**config.mk**
```make
export PLATFORM = sky130hd
export DESIGN_NAME = im_loader
export DESIGN_NICKNAME = d
export VERILOG_FILES = /design/src/rtl/im_loader.sv
export SDC_FILE = /design/constraint.sdc
export NUM_CORES = 1
export LEC_CHECK = 0
export BUFFER_PORTS_ARGS = -buffer_cell sky130_fd_sc_hd__buf_2
export CAP_MARGIN = 25
export CELL_PAD_IN_SITES_DETAIL_PLACEMENT = 0
export CELL_PAD_IN_SITES_GLOBAL_PLACEMENT = 1
export CORE_MARGIN = 2
export CORE_UTILIZATION = 34
export DETAILED_ROUTE_END_ITERATION = 10
export PLACE_DENSITY = 0.65
export SLEW_MARGIN = 20
export SYNTH_ARGS = -nofsm -noshare
export SYNTH_HDL_FRONTEND = slang
export SYNTH_SLANG_ARGS = --single-unit
```
**constraint.sdc**
```tcl
create_clock -name clk -period 4.2 [get_ports clk]
set_input_delay 0.63 -clock clk [delete_from_list [all_inputs] [get_ports clk]]
set_output_delay 0.63 -clock clk [all_outputs]
set_load 0.03 [all_outputs]
```
**src/rtl/im_loader.sv**
```systemverilog
// ============================================================================
//  Module      : im_loader
//  Description : Boot-time instruction memory writer. Assembles little-endian
//                32-bit words from a byte stream (header N, N data words,
//                XOR checksum), writes them to the IM and releases the core.
//  Revision    : 1.0 - initial release
// ============================================================================
`default_nettype none

module im_loader #(
    parameter int DEPTH = 32,
    parameter int CNT_W = 6
) (
    input  logic             clk,
    input  logic             rst,
    input  logic             in_valid,
    input  logic [7:0]       in_byte,
    output logic             in_ready,
    output logic             im_we,
    output logic [31:0]      im_waddr,
    output logic [31:0]      im_wdata,
    output logic [CNT_W-1:0] words_loaded,
    output logic             cpu_run,
    output logic             load_err
);

    localparam logic [2:0] c_IDLE = 3'd0;
    localparam logic [2:0] c_HDR  = 3'd1;
    localparam logic [2:0] c_DATA = 3'd2;
    localparam logic [2:0] c_CSUM = 3'd3;
    localparam logic [2:0] c_DONE = 3'd4;
    localparam logic [2:0] c_ERR  = 3'd5;

    localparam logic [CNT_W-1:0] c_CNT_ONE = CNT_W'(1);
    localparam logic [31:0]      c_DEPTH   = 32'(DEPTH);

    generate
        if ((2 ** CNT_W) <= DEPTH) begin : g_param_check
            $error("im_loader: CNT_W too narrow for DEPTH");
        end
    endgenerate

    logic [2:0]       r_state;
    logic [2:0]       w_state_nxt;
    logic [1:0]       r_idx;
    logic [23:0]      r_asm;
    logic [CNT_W-1:0] r_n;
    logic [CNT_W-1:0] r_wcnt;
    logic [31:0]      r_acc;
    logic             r_we;
    logic [31:0]      r_waddr;
    logic [31:0]      r_wdata;

    logic             w_ready;
    logic             w_xfer;
    logic             w_last;
    logic [31:0]      w_word;
    logic [CNT_W-1:0] w_wcnt_inc;

    assign w_xfer     = in_valid & w_ready;
    assign w_last     = w_xfer && (r_idx == 2'd3);
    // Three earlier bytes sit in r_asm, oldest in the low byte.
    assign w_word     = {in_byte, r_asm};
    assign w_wcnt_inc = r_wcnt + c_CNT_ONE;

    // ------------------------------------------------------------------
    // State register
    // ------------------------------------------------------------------
    always_ff @(posedge clk or posedge rst) begin
        if (rst) begin
            r_state <= c_IDLE;
        end else begin
            r_state <= w_state_nxt;
        end
    end

    // ------------------------------------------------------------------
    // Next-state logic
    // ------------------------------------------------------------------
    always_comb begin
        w_state_nxt = r_state;
        case (r_state)
            c_IDLE: w_state_nxt = c_HDR;
            c_HDR: begin
                if (w_last) begin
                    if (w_word > c_DEPTH) begin
                        w_state_nxt = c_ERR;
                    end else if (w_word == 32'd0) begin
                        w_state_nxt = c_CSUM;
                    end else begin
                        w_state_nxt = c_DATA;
                    end
                end
            end
            c_DATA: begin
                if (w_last && (w_wcnt_inc == r_n)) begin
                    w_state_nxt = c_CSUM;
                end
            end
            c_CSUM: begin
                if (w_last) begin
                    w_state_nxt = ((r_acc ^ w_word) == 32'd0) ? c_DONE : c_ERR;
                end
            end
            c_DONE:  w_state_nxt = c_DONE;
            c_ERR:   w_state_nxt = c_ERR;
            default: w_state_nxt = c_ERR;
        endcase
    end

    // ------------------------------------------------------------------
    // Output decode
    // ------------------------------------------------------------------
    always_comb begin
        w_ready  = 1'b0;
        cpu_run  = 1'b0;
        load_err = 1'b0;
        case (r_state)
            c_HDR, c_DATA, c_CSUM: w_ready  = 1'b1;
            c_DONE:                cpu_run  = 1'b1;
            c_ERR:                 load_err = 1'b1;
            default: begin
                w_ready  = 1'b0;
                cpu_run  = 1'b0;
                load_err = 1'b0;
            end
        endcase
    end

    // ------------------------------------------------------------------
    // Datapath: byte assembly, header capture, word writes, checksum
    // ------------------------------------------------------------------
    always_ff @(posedge clk or posedge rst) begin
        if (rst) begin
            r_idx   <= 2'd0;
            r_asm   <= 24'd0;
            r_n     <= '0;
            r_wcnt  <= '0;
            r_acc   <= 32'd0;
            r_we    <= 1'b0;
            r_waddr <= 32'd0;
            r_wdata <= 32'd0;
        end else begin
            r_we <= 1'b0;
            if (w_xfer) begin
                r_idx <= r_idx + 2'd1;
                r_asm <= {in_byte, r_asm[23:8]};
            end
            if (w_last) begin
                case (r_state)
                    c_HDR: begin
                        // Only meaningful when N <= DEPTH, which fits in CNT_W.
                        r_n <= w_word[CNT_W-1:0];
                    end
                    c_DATA: begin
                        r_we    <= 1'b1;
                        r_waddr <= {{(32-CNT_W){1'b0}}, r_wcnt};
                        r_wdata <= w_word;
                        r_acc   <= r_acc ^ w_word;
                        r_wcnt  <= w_wcnt_inc;
                    end
                    default: begin
                        r_n <= r_n;
                    end
                endcase
            end
        end
    end

    assign in_ready     = w_ready;
    assign im_we        = r_we;
    assign im_waddr     = r_waddr;
    assign im_wdata     = r_wdata;
    assign words_loaded = r_wcnt;

endmodule

`default_nettype wire

```
==> results of run 1 <==
-- path summary, 6_finish.rpt --
path	from	cells after the start	endpoint
min	rst	2	im_wdata[4]$_DFFE_PP0P_
max reg2reg	r_state[1]$_DFFE_PP0P_	5	r_acc[24]$_DFFE_PP0P_
max	r_state[2]$_DFFE_PP0P_	2	cpu_run
max in group asynchronous	rst	3	r_asm[1]$_DFFE_PP0P_
min reg2reg	im_waddr[2]$_DFFE_PP0P_	2	im_waddr[2]$_DFFE_PP0P_
min in group clk	im_waddr[2]$_DFFE_PP0P_	2	im_waddr[2]$_DFFE_PP0P_
-- critical path: stages, from the launching register on --
cell	delay (ps)
dfrtp_1	500
nor3b_1	370
buf_2	270
-- cell type report --
cell class,count,area (sq um)
Clock buffer,11,243
Clock inverter,5,63.8
Fill cell,1466,8740
Inverter,3,16.3
Multi-Input combinational cell,311,1960
Sequential cell,112,2800
Tap cell,184,230
Timing Repair Buffer,61,313
-- Yosys cell counts, types with 2 or more instances --
cell      number
buf_4         30
nor3b_1        2
nor2_1         6
ha_1           2
and3_1         2
xnor2_1       69
mux2_2        31
nand3_1        5
nor4_1         8
nor2b_1        2
nand2_1      120
dfrtp_1      112
nor3_2         2
clkbuf_1       5
inv_1          2
nand4_1        8
buf_2          4
a311oi_1       2
xor2_1         8
nor3_1         2
-- report_power, final --
group          switching (uW)  internal [uW]  total (uW)  leakage, uW
combinational             212            250         462      0.00118
sequential                238           1230        1470      0.00149
clock                     401            485         886     0.000147
total                     851           1970        2820      0.00282
-- per-layer routing --
| metal | routed length, um | track usage [%] | vias up |
|---|---|---|---|
| li1 | - | - | 1492 |
| met1 | 5080 | 20.4 | 1575 |
| met2 | 4910 | 21.5 | 64 |
| met3 | 522 | 5.07 | 14 |
| met4 | 169 | 3.57 | 0 |
| met5 | 0 | 0 | - |
-- cells in the final DEF (no fill, tap or decap), types with 2 or more instances in the layout --
master and instances:
buf_4 3, nor2_1 6, and3_1 2, nor4_1 8, inv_6 3, nor3_1 2, nor3_2 2, xnor2_1 69
nor3b_1 2, xor2_1 8, mux2_2 31, nand4_1 8, buf_2 58, nor2b_1 2, conb_1 26, nand2_1 120
dfrtp_1 112, nand3_1 5, clkbuf_16 9, a311oi_1 2, ha_1 2
-- per-stage QoR --
stage          setup WS (ps)  hold WS, ps  util (%)
6_report                2080          412      39.2
3_3_place_gp            2130          453      37.0
3_5_place_dp            2110          459      37.0
5_1_grt                 1980          469      39.2
2_1_floorplan            611          453         -
4_1_cts                 2060          477      39.2
-- flip-flops by register name, indices dropped and copies added, names as in the netlist --
name          flops
im_wdata         32
r_acc            32
r_asm            24
im_waddr          6
r_n               6
words_loaded      6
r_state           3
r_idx             2
im_we             1
-- cells by family (layout without fill, tap and decap cells) --
kind of cell | after synthesis | in the layout | share of synthesized area, %
buffers and inverters | 42 | 80 | 5.57
multiplexers | 32 | 32 | 7.26
adder cells (fa/ha/maj) | 2 | 2 | 0.506
AO/OA/AOI/OAI | 9 | 9 | 1.39
XOR/XNOR | 77 | 77 | 13.6
AND/OR/NAND/NOR | 165 | 165 | 14.9
other | 1 | 26 | 0.0759
flip-flops | 112 | 112 | 56.7
==> summary.txt, run 1 <==
Yosys
  – Top-area cell type share of the netlist area: 56.7%
  – Top FF cell, synth: dfrtp_1
  – Async SR Flop Fraction: 100%
  – Number of synthesized flops with an enable pin: 0
  – Yosys warns: 0
  – Synth area leader: dfrtp_1
  – Top cells by area, synth: dfrtp_1 (57%), xnor2_1 (12%), nand2_1 (9.1%)
  – Avg Cell Area, Syn: 11.2 sq um
  – Seq cells post-synth: 112
  – Synth unique cells: 38
  – Cell Area, Synth: 4940 sq um
  – Synth Instances: 440
  – Seq/Total Area, Yosys: 56.7%

Placed design
  – Placed Area: 5320 sq um
  – PortBufs: 58
  – Gpl congestion: 0.755
  – DP Cell Count: 671
  – HPWL Detailed: 7320 um

STA
  – Setup-failing EPs final: 0
  – Clock Skew: 9.14 ps
  – Slew @ Worst Pin: 801 ps
  – Fin crit share: 50.5%
  – Unrepaired setup endpoints after global routing: false
  – Fmax: 472 MHz
  – Slew Viols, Final: 0
  – Slew Limit Headroom: 46.6%
  – Post-route minimum period: 2120 ps
  – Setup TNS Final: 0 ps
  – Hold Vio Cnt, Final: 0

Critical path
  – WS Path Type: register to output port
  – Crit path DAT: 1490 ps
  – Critical path peak fanout: 9
  – Critical Path RT: 3570 ps
  – R2r setup slk: 2180 ps
  – CP endpoint kind: output port
  – CP Launch Type: register

Final layout
  – Layout cell share with drive strength beyond 1: 22.9%
  – Ant. Diodes: 0
  – Finished Cell Area: 5630 sq um
  – Nets: 511
  – Syn-to-layout area delta: 13.8%
  – Final Non-Filler Cells: 687

Floorplan
  – Io pins: 85
  – Initial Utilization: 34.4%
  – Core ar.: 14400 sq um
  – DIE WIDTH: 125 um
  – Num rows: 44
  – Die area: 15500 sq um
  – Die height: 125 um

Routing
  – Initial DRC count: 120
  – Antenna Violating Nets Remaining: 0
  – Routed via count: 3145
  – First-pass detailed-route iteration total: 4
  – DRC Markers: 0
  – Total Routed Length: 10700 um
  – Vias/cell: 4.58
  – Drt wl/cell: 15.6 um

Clocking
  – Clock tree buffer depth: 2
  – CTS Hold Bufs: 0
  – Clock Sinks: 112
  – Clk Latency, worst-skew pair: 350 ps
  – Clock slew at reported path FFs: 70 ps
  – CTS resizes: 0
  – Clock buffer count from CTS: 9
  – Clock Tree Root: clkbuf_16
  – H-tree depth: 3
  – Postcts setup bufs: 0
  – CTS tree: done

Global route
  – Vias in the first global route: 3215
  – First-pass GRT wire length: 17700 um
  – Initial antenna violation count: 0
  – Total grt overflow: 0
  – GRT Overall Usage: 14.5%
  – Largest net degree at the start of global routing: 78

Outcome
  – Outcome: completed

Run
  – Max-Cap Viols: 0

Min path
  – HP Class: primary input to async pin

Power and ir drop
  – Worst VDD drop: 231 uV
  – Total power: 2820 uW
  – Power Dens Cells: 501 nW/um^2
  – Leak Pwr: 0.00282 uW
(Power assumes the default switching activity.)
==> run 2, diff against run 1 <==
--- a/config.mk
+++ b/config.mk
@@ -5,6 +5,7 @@
 export SDC_FILE = /design/constraint.sdc
 export NUM_CORES = 1
 export LEC_CHECK = 0
+export ABC_AREA = 1
 export BUFFER_PORTS_ARGS = -buffer_cell sky130_fd_sc_hd__buf_2
 export CAP_MARGIN = 25
 export CELL_PAD_IN_SITES_DETAIL_PLACEMENT = 0
@@ -12,7 +13,7 @@
 export CORE_MARGIN = 2
 export CORE_UTILIZATION = 34
 export DETAILED_ROUTE_END_ITERATION = 10
-export PLACE_DENSITY = 0.65
+export PLACE_DENSITY = 0.69
 export SLEW_MARGIN = 20
 export SYNTH_ARGS = -nofsm -noshare
 export SYNTH_HDL_FRONTEND = slang
==> constraint.sdc (replaced) <==
create_clock -name clk -period 1.7 [get_ports clk]
set_input_delay 0.255 -clock clk [delete_from_list [all_inputs] [get_ports clk]]
set_output_delay 0.255 -clock clk [all_outputs]
set_load 0.03 [all_outputs]
==> run 2 against run 1 <==
Compared with the run above: flip-flop and latch count unchanged; worst hold slack worse by 220 ps; first-iteration DRC count rose by 57%; synthesized cell count up 35%; sequential power increased by 81%; wire length is 5.1% higher; combinational power is 59% lower; power increased by 79%; utilization increased by 1.4 points; critical path depth up 2; critical path type unchanged.
==> summary.txt, run 2 <==
Outcome
  – Outcome: completed (unchanged)

Global route
  – GRT Overall Usage: 14.5% (about the same)
  – Met3 usage: 4.17% (was 5.07%)
  – Vias in the first global route: 3766 (was 3215)
  – Grt peak-use layer: met2 (unchanged)
  – Met2 usage: 23.8% (was 21.5%)
  – First-pass GRT wire length: 18900 um (was 17700 um)
  – Largest net degree at the start of global routing: 67 (was 78)
  – Total grt overflow: 0 (unchanged)
  – Initial antenna violation count: 0 (unchanged)
  – M1 GR Usage: 18.9% (was 20.4%)

Yosys
  – Top cells by area, synth: dfrtp_1 (53%), nand2_1 (12%), xnor2_1 (5.3%) (was dfrtp_1 (57%), xnor2_1 (12%), nand2_1 (9.1%))
  – Synth area leader: dfrtp_1 (unchanged)
  – Most numerous cell in the Yosys netlist: nand2_1 (unchanged)
  – Seq/Total Area, Yosys: 52.7% (was 56.7%)
  – Top-area cell type share of the netlist area: 52.7% (was 56.7%)
  – Top FF cell, synth: dfrtp_1 (unchanged)
  – Yosys warns: 0 (unchanged)
  – Async SR Flop Fraction: 100% (unchanged)
  – Cell Area, Synth: 5320 sq um (was 4940 sq um)
  – Number of synthesized flops with an enable pin: 0 (unchanged)
  – Synth Instances: 594 (was 440)
  – Commonest cells post-synth: nand2_1 (171), dfrtp_1 (112), inv_1 (49), o21ai_1 (41), o21ai_0 (33) (was nand2_1 (120), dfrtp_1 (112), xnor2_1 (69), mux2_2 (31), buf_4 (30))
  – Seq cells post-synth: 112 (unchanged)
  – Avg Cell Area, Syn: 8.96 sq um (was 11.2 sq um)
  – Synth unique cells: 27 (was 38)

Floorplan
  – Initial Utilization: 34.9% (was 34.4%)
  – Num rows: 45 (was 44)
  – Die height: 129 um (was 125 um)
  – Io pins: 85 (unchanged)
  – DIE WIDTH: 129 um (was 125 um)
  – Core ar.: 15300 sq um (was 14400 sq um)
  – Die area: 16700 sq um (was 15500 sq um)

Critical path
  – Reg-to-Reg End: r_acc[11]$_DFFE_PP0P_ (was r_acc[24]$_DFFE_PP0P_)
  – RR Startpoint: r_state[2]$_DFFE_PP0P_ (was r_state[1]$_DFFE_PP0P_)
  – Highest-delay cell along the critical path: dfrtp_1 (unchanged)
  – R2r setup slk: 100 ps (was 2180 ps)
  – CP Launch Type: register (unchanged)
  – R2r worst-path depth: 9 (was 5)
  – CP endpoint kind: output port (unchanged)
  – WS Path Type: register to output port (unchanged)
  – Critical Path RT: 1440 ps (was 3570 ps)
  – Crit path from: r_state[0]$_DFFE_PP0P_ (was r_state[2]$_DFFE_PP0P_)
  – CP cell instances: buf_4 -> inv_1 -> nor3_1 -> buf_4 (was nor3b_1 -> buf_2)
  – Critical path peak fanout: 4 (was 9)
  – Crit path DAT: 1360 ps (was 1490 ps)
  – Most used cell, CP: buf_4
  – Top cell family by delay on the critical path: flip-flops (unchanged)
  – Buf/Inv on CP: 3 (was 1)
  – Slowest cell delay on critical path: 400 ps (was 500 ps)
  – WP depth: 4 (was 2)

Routing
  – Initial DRC count: 189 (was 120)
  – DRC Markers: 0 (unchanged)
  – First-pass detailed-route iteration total: 4 (unchanged)
  – Routed via count: 3873 (was 3145)
  – Total Routed Length: 11200 um (was 10700 um)
  – Drt wl/cell: 12.8 um (was 15.6 um)
  – Vias/cell: 4.42 (was 4.58)
  – Antenna Violating Nets Remaining: 0 (unchanged)

Clocking
  – Clock tree buffer depth: 2 (unchanged)
  – CTS tree: done (unchanged)
  – Clock Tree Root: clkbuf_16 (unchanged)
  – Clk Latency, worst-skew pair: 350 ps (about the same)
  – Clock slew at reported path FFs: 70 ps (about the same)
  – Clock buffer count from CTS: 9 (unchanged)
  – H-tree depth: 3 (unchanged)
  – Clock Sinks: 112 (unchanged)

Run
  – Max-Cap Viols: 0 (unchanged)

STA
  – Hold Vio Cnt, Final: 0 (unchanged)
  – Fmax: 620 MHz
  – Setup-failing EPs final: 0 (unchanged)
  – Fin crit share: 94.9%
  – Slew Viols, Final: 0 (unchanged)
  – Setup TNS Final: 0 ps (unchanged)
  – Minimum hold slack: 197 ps (was 412 ps)
  – Unrepaired setup endpoints after global routing: true (was false)
  – Clock Skew: 5.50 ps (was 9.14 ps)
  – Post-route minimum period: 1610 ps

Power and ir drop
  – Worst VDD drop: 499 uV (was 231 uV)
  – Leak Pwr: 0.00300 uW (was 0.00282 uW)
  – Power Dens Cells: 816 nW/um^2 (was 501 nW/um^2)

Final layout
  – Filler cells: 1528 (was 1466)
  – Nets: 675 (was 511)
  – Commonest non-fill, non-tap cell in the layout: nand2_1 (unchanged)
  – Final Util: 40.6% (was 39.2%)
  – Most frequent cells in the layout: nand2_1 (171), dfrtp_1 (109), buf_2 (57) (was nand2_1 (120), dfrtp_1 (112), xnor2_1 (69))
  – Layout cell share with drive strength beyond 1: 21.0% (was 22.9%)
  – Ant. Diodes: 0 (unchanged)
  – Syn-to-layout area delta: 16.4% (was 13.8%)

Placed design
  – PortBufs: 58 (unchanged)
  – HPWL Detailed: 8260 um (was 7320 um)
  – Gpl congestion: 0.802 (was 0.755)

Min path
  – Hold_sp: in_byte[7]
  – Endpoint, Worst Hold: im_wdata[31]$_DFFE_PP0P_
  – Worst hold path depth: 3
  – HP Class: primary input to register (was primary input to async pin)
==> run 2: worst min-delay path, cell delays in order <==
cell,delay [ps]
buf_2,120
inv_1,70
o21ai_1,60
==> run 2: metal layers <==
metal	wire length [um]	vias to the layer above
met1	5220	1826
met5	0	-
li1	-	1961
met3	497	11
met4	123	0
met2	5390	75
==> run 2: logic make-up (layout without fill, tap and decap cells) <==
| family | Yosys count | count (layout) | share of synthesized area, % |
|---|---|---|---|
| AO/OA/AOI/OAI | 110 | 110 | 12.6 |
| XOR/XNOR | 33 | 33 | 5.43 |
| adder cells (fa/ha/maj) | 2 | 2 | 0.470 |
| buffers and inverters | 101 | 148 | 10.6 |
| flip-flops | 112 | 112 | 52.7 |
| multiplexers | 1 | 1 | 0.212 |
| other | 1 | 26 | 0.0705 |
| AND/OR/NAND/NOR | 234 | 234 | 17.9 |
==> run 2: area by class of cell <==
cell class	instances	area (sq um)	area share, %
flip-flops and latches	112	2810	45.3
multi-input cells	406	2060	33.3
repair buffers	82	563	9.09
well taps	211	264	4.26
clock buffers	11	233	3.76
inverters	51	198	3.19
clock inverters	4	70.1	1.13
==> run 2: where the power goes <==
part / total (uW) / leakage, uW / internal [uW] / switching [uW]
sequential: 2660 / 0.00154 / 2660 / 0
clock: 2200 / 0.000149 / 1280 / 917
combinational: 190 / 0.00131 / 32.1 / 158
==> run 2: worst max-delay path by stage <==
stage | to | slack, ps
2_1_floorplan | r_state[1]$_DFFE_PP0P_ | 70
3_3_place_gp | r_state[0]$_DFFE_PP0P_ | 100
3_5_place_dp | r_state[0]$_DFFE_PP0P_ | 80
4_1_cts | load_err | 40
5_1_grt | r_state[0]$_DFFE_PP0P_ | -6
6_report | load_err | 90
==> run 2: repair_timing <==
action,4_1_cts,5_1_grt
hold buffers,1,0
resized for setup,0,9
endpoints found under the setup margin,0,59
endpoints found under the hold margin,13,0
setup buffers,0,0
==> run 2: per-stage QoR <==
step                      setup WS, ps  std cells  instance area (sq um)  power, uW
after global routing             -6.03        877                   6190       5280
after detailed placement          79.3        861                   5860       2910
after floorplan                   72.6        619                   5420       2900
after global placement             104        861                   5860       2910
after CTS                         39.0        877                   6180       5160
final                             87.4        877                   6190       5050
==> run 3, diff against run 2 <==
--- a/config.mk
+++ b/config.mk
@@ -10,6 +10,7 @@
 export CAP_MARGIN = 25
 export CELL_PAD_IN_SITES_DETAIL_PLACEMENT = 0
 export CELL_PAD_IN_SITES_GLOBAL_PLACEMENT = 1
+export CORE_ASPECT_RATIO = 0.5
 export CORE_MARGIN = 2
 export CORE_UTILIZATION = 34
 export DETAILED_ROUTE_END_ITERATION = 10
==> run 3 against run 2 <==
Compared with the run above: first-iteration DRC count is 63% higher; cell count is 0.80% lower; worst setup slack better by 35 ps; clock skew is 4.2 ps higher; clock-buffer cell count is 2 lower; sequential power hardly changed; power is 1.0% lower; combinational power hardly changed; flip-flop and latch count stayed put; critical path depth is 2 lower; die area is 0.36% higher; clock power is 2% lower.
==> summary.txt, run 3 (synthesis results as in run 2) <==
Final layout
  – Commonest non-fill, non-tap cell in the layout: nand2_1 (unchanged)
  – Most frequent cells in the layout: nand2_1 (169), dfrtp_1 (110), buf_2 (58) (was nand2_1 (171), dfrtp_1 (109), buf_2 (57))
  – Final Util: 40.2% (was 40.6%)
  – Ant. Diodes: 0 (unchanged)
  – Layout cell share with drive strength beyond 1: 21.9% (was 21.0%)
  – Nets: 674 (was 675)
  – Syn-to-layout area delta: 16.0% (was 16.4%)

STA
  – Setup-failing EPs final: 0 (unchanged)
  – Slew Viols, Final: 0 (unchanged)
  – Post-route minimum period: 1580 ps (was 1610 ps)
  – Fmax: 634 MHz (was 620 MHz)
  – Hold Vio Cnt, Final: 0 (unchanged)
  – Fin crit share: 92.8% (was 94.9%)
  – Clock Skew: 9.69 ps (was 5.50 ps)
  – Unrepaired setup endpoints after global routing: true (unchanged)

Global route
  – Total grt overflow: 0 (unchanged)
  – Largest net degree at the start of global routing: 67 (unchanged)
  – First-pass GRT wire length: 18800 um (was 18900 um)
  – GRT Overall Usage: 14.2% (was 14.5%)
  – Initial antenna violation count: 0 (unchanged)
  – Vias in the first global route: 3617 (was 3766)

Power and ir drop
  – Worst VDD drop: 484 uV (was 499 uV)
  – Total power: 5000 uW (was 5050 uW)
  – Power Dens Cells: 809 nW/um^2 (was 816 nW/um^2)
  – Leak Pwr: 0.00298 uW (was 0.00300 uW)

Routing
  – Antenna Violating Nets Remaining: 0 (unchanged)
  – Routed via count: 3824 (was 3873)
  – Vias/cell: 4.40 (was 4.42)
  – First-pass detailed-route iteration total: 4 (unchanged)
  – DRC Markers: 0 (unchanged)
  – Total Routed Length: 11300 um (was 11200 um)
  – Drt wl/cell: 12.9 um (was 12.8 um)
  – Initial DRC count: 309 (was 189)

Floorplan
  – Die height: 92.5 um (was 129 um)
  – Num rows: 32 (was 45)
  – Io pins: 85 (unchanged)
  – Initial Utilization: 34.6% (was 34.9%)
  – Die area: 16700 sq um (about the same)
  – DIE WIDTH: 181 um (was 129 um)
  – Core ar.: 15400 sq um (was 15300 sq um)

Placed design
  – PortBufs: 58 (unchanged)
  – HPWL Detailed: 8050 um (was 8260 um)
  – Gpl congestion: 0.742 (was 0.802)

Min path
  – HP Class: primary input to register (unchanged)

Critical path
  – CP cell instances: nor3_1 -> buf_2 (was buf_4 -> inv_1 -> nor3_1 -> buf_4)
  – CP Launch Type: register (unchanged)
  – Highest-delay cell along the critical path: dfrtp_1 (unchanged)
  – CP endpoint kind: output port (unchanged)
  – Slowest cell delay on critical path: 470 ps (was 400 ps)
  – Critical Path RT: 1440 ps (about the same)
  – Crit path DAT: 1320 ps (was 1360 ps)
  – Top cell family by delay on the critical path: flip-flops (unchanged)
  – Buf/Inv on CP: 1 (was 3)
  – Critical path peak fanout: 7 (was 4)
  – WS Path Type: register to output port (unchanged)

Clocking
  – Clock Sinks: 112 (unchanged)
  – Clock Tree Root: clkbuf_16 (unchanged)
  – H-tree depth: 3 (unchanged)
  – Clk Latency, worst-skew pair: 360 ps (was 350 ps)
  – Clock buffer count from CTS: 9 (unchanged)
  – Clock slew at reported path FFs: 90 ps (was 70 ps)
  – Clock tree buffer depth: 2 (unchanged)
  – CTS tree: done (unchanged)

Outcome
  – Outcome: completed (unchanged)

Run
  – Max-Cap Viols: 0 (unchanged)
[run 3: final timing paths]
path                                              start                     endpoint  slack [ps]  cells after the start
max in group asynchronous                           rst         r_asm[9]$_DFFE_PP0P_         660                      4
worst max-delay path             r_state[1]$_DFFE_PP0P_                      cpu_run         120                      2
worst min register to register  im_wdata[7]$_DFFE_PP0P_      im_wdata[7]$_DFFE_PP0P_         470                      2
worst min-delay path                         in_byte[3]     im_wdata[27]$_DFFE_PP0P_         190                      3
worst max register to register   r_state[2]$_DFFE_PP0P_     im_wdata[17]$_DFFE_PP0P_         140                      9
min in group asynchronous                           rst  words_loaded[2]$_DFFE_PP0P_         410                      3
[run 3: where the power goes]
group	leakage [uW]	switching [uW]	total [uW]	internal [uW]
logic	0.00129	160	192	31.9
clock network	0.000144	1100	2150	1050
registers	0.00154	0	2660	2660
[run 3: area by class of cell]
class                      instances  area [sq um]
sequential                       112          2810
clock buffer                       9           225
clock inverter                     7          77.6
tap                              204           255
inverter                          51           198
multi-input combinational        406          2090
fill                            1555          9200
timing repair buffer              81           528
[run 3: worst min-delay path: stages]
cell and delay (ps):
buf_2 120, inv_1 80, o21ai_2 60
[run 3: stage by stage]
step | cells | setup TNS (ps) | hold slack [ps] | cell area (sq um) | setup WS [ps]
2_1_floorplan | 619 | 0 | 403 | 5420 | 72.6
3_3_place_gp | 853 | 0 | 236 | 5820 | 119
3_5_place_dp | 853 | 0 | 240 | 5820 | 111
4_1_cts | 870 | 0 | 183 | 6140 | 37.8
5_1_grt | 870 | -11.0 | 220 | 6180 | -5.12
6_report | 870 | 0 | 188 | 6180 | 123
[run 3: per-layer routing]
| layer | GRT usage (%) | wire [um] | vias up | part of all wire, % |
|---|---|---|---|---|
| li1 | - | - | 1970 | - |
| met1 | 19.9 | 5650 | 1767 | 50 |
| met2 | 22.5 | 4950 | 79 | 44 |
| met3 | 3.38 | 564 | 8 | 5.0 |
| met4 | 3.25 | 95 | 0 | 0.84 |
| met5 | 0 | 0 | - | 0 |
[run 3: repair_timing]
item	4_1_cts	5_1_grt
buffers inserted	0	0
endpoints found under the setup margin	0	25
hold buffers	1	0
resized for setup	0	13
endpoints found under the hold margin	9	0
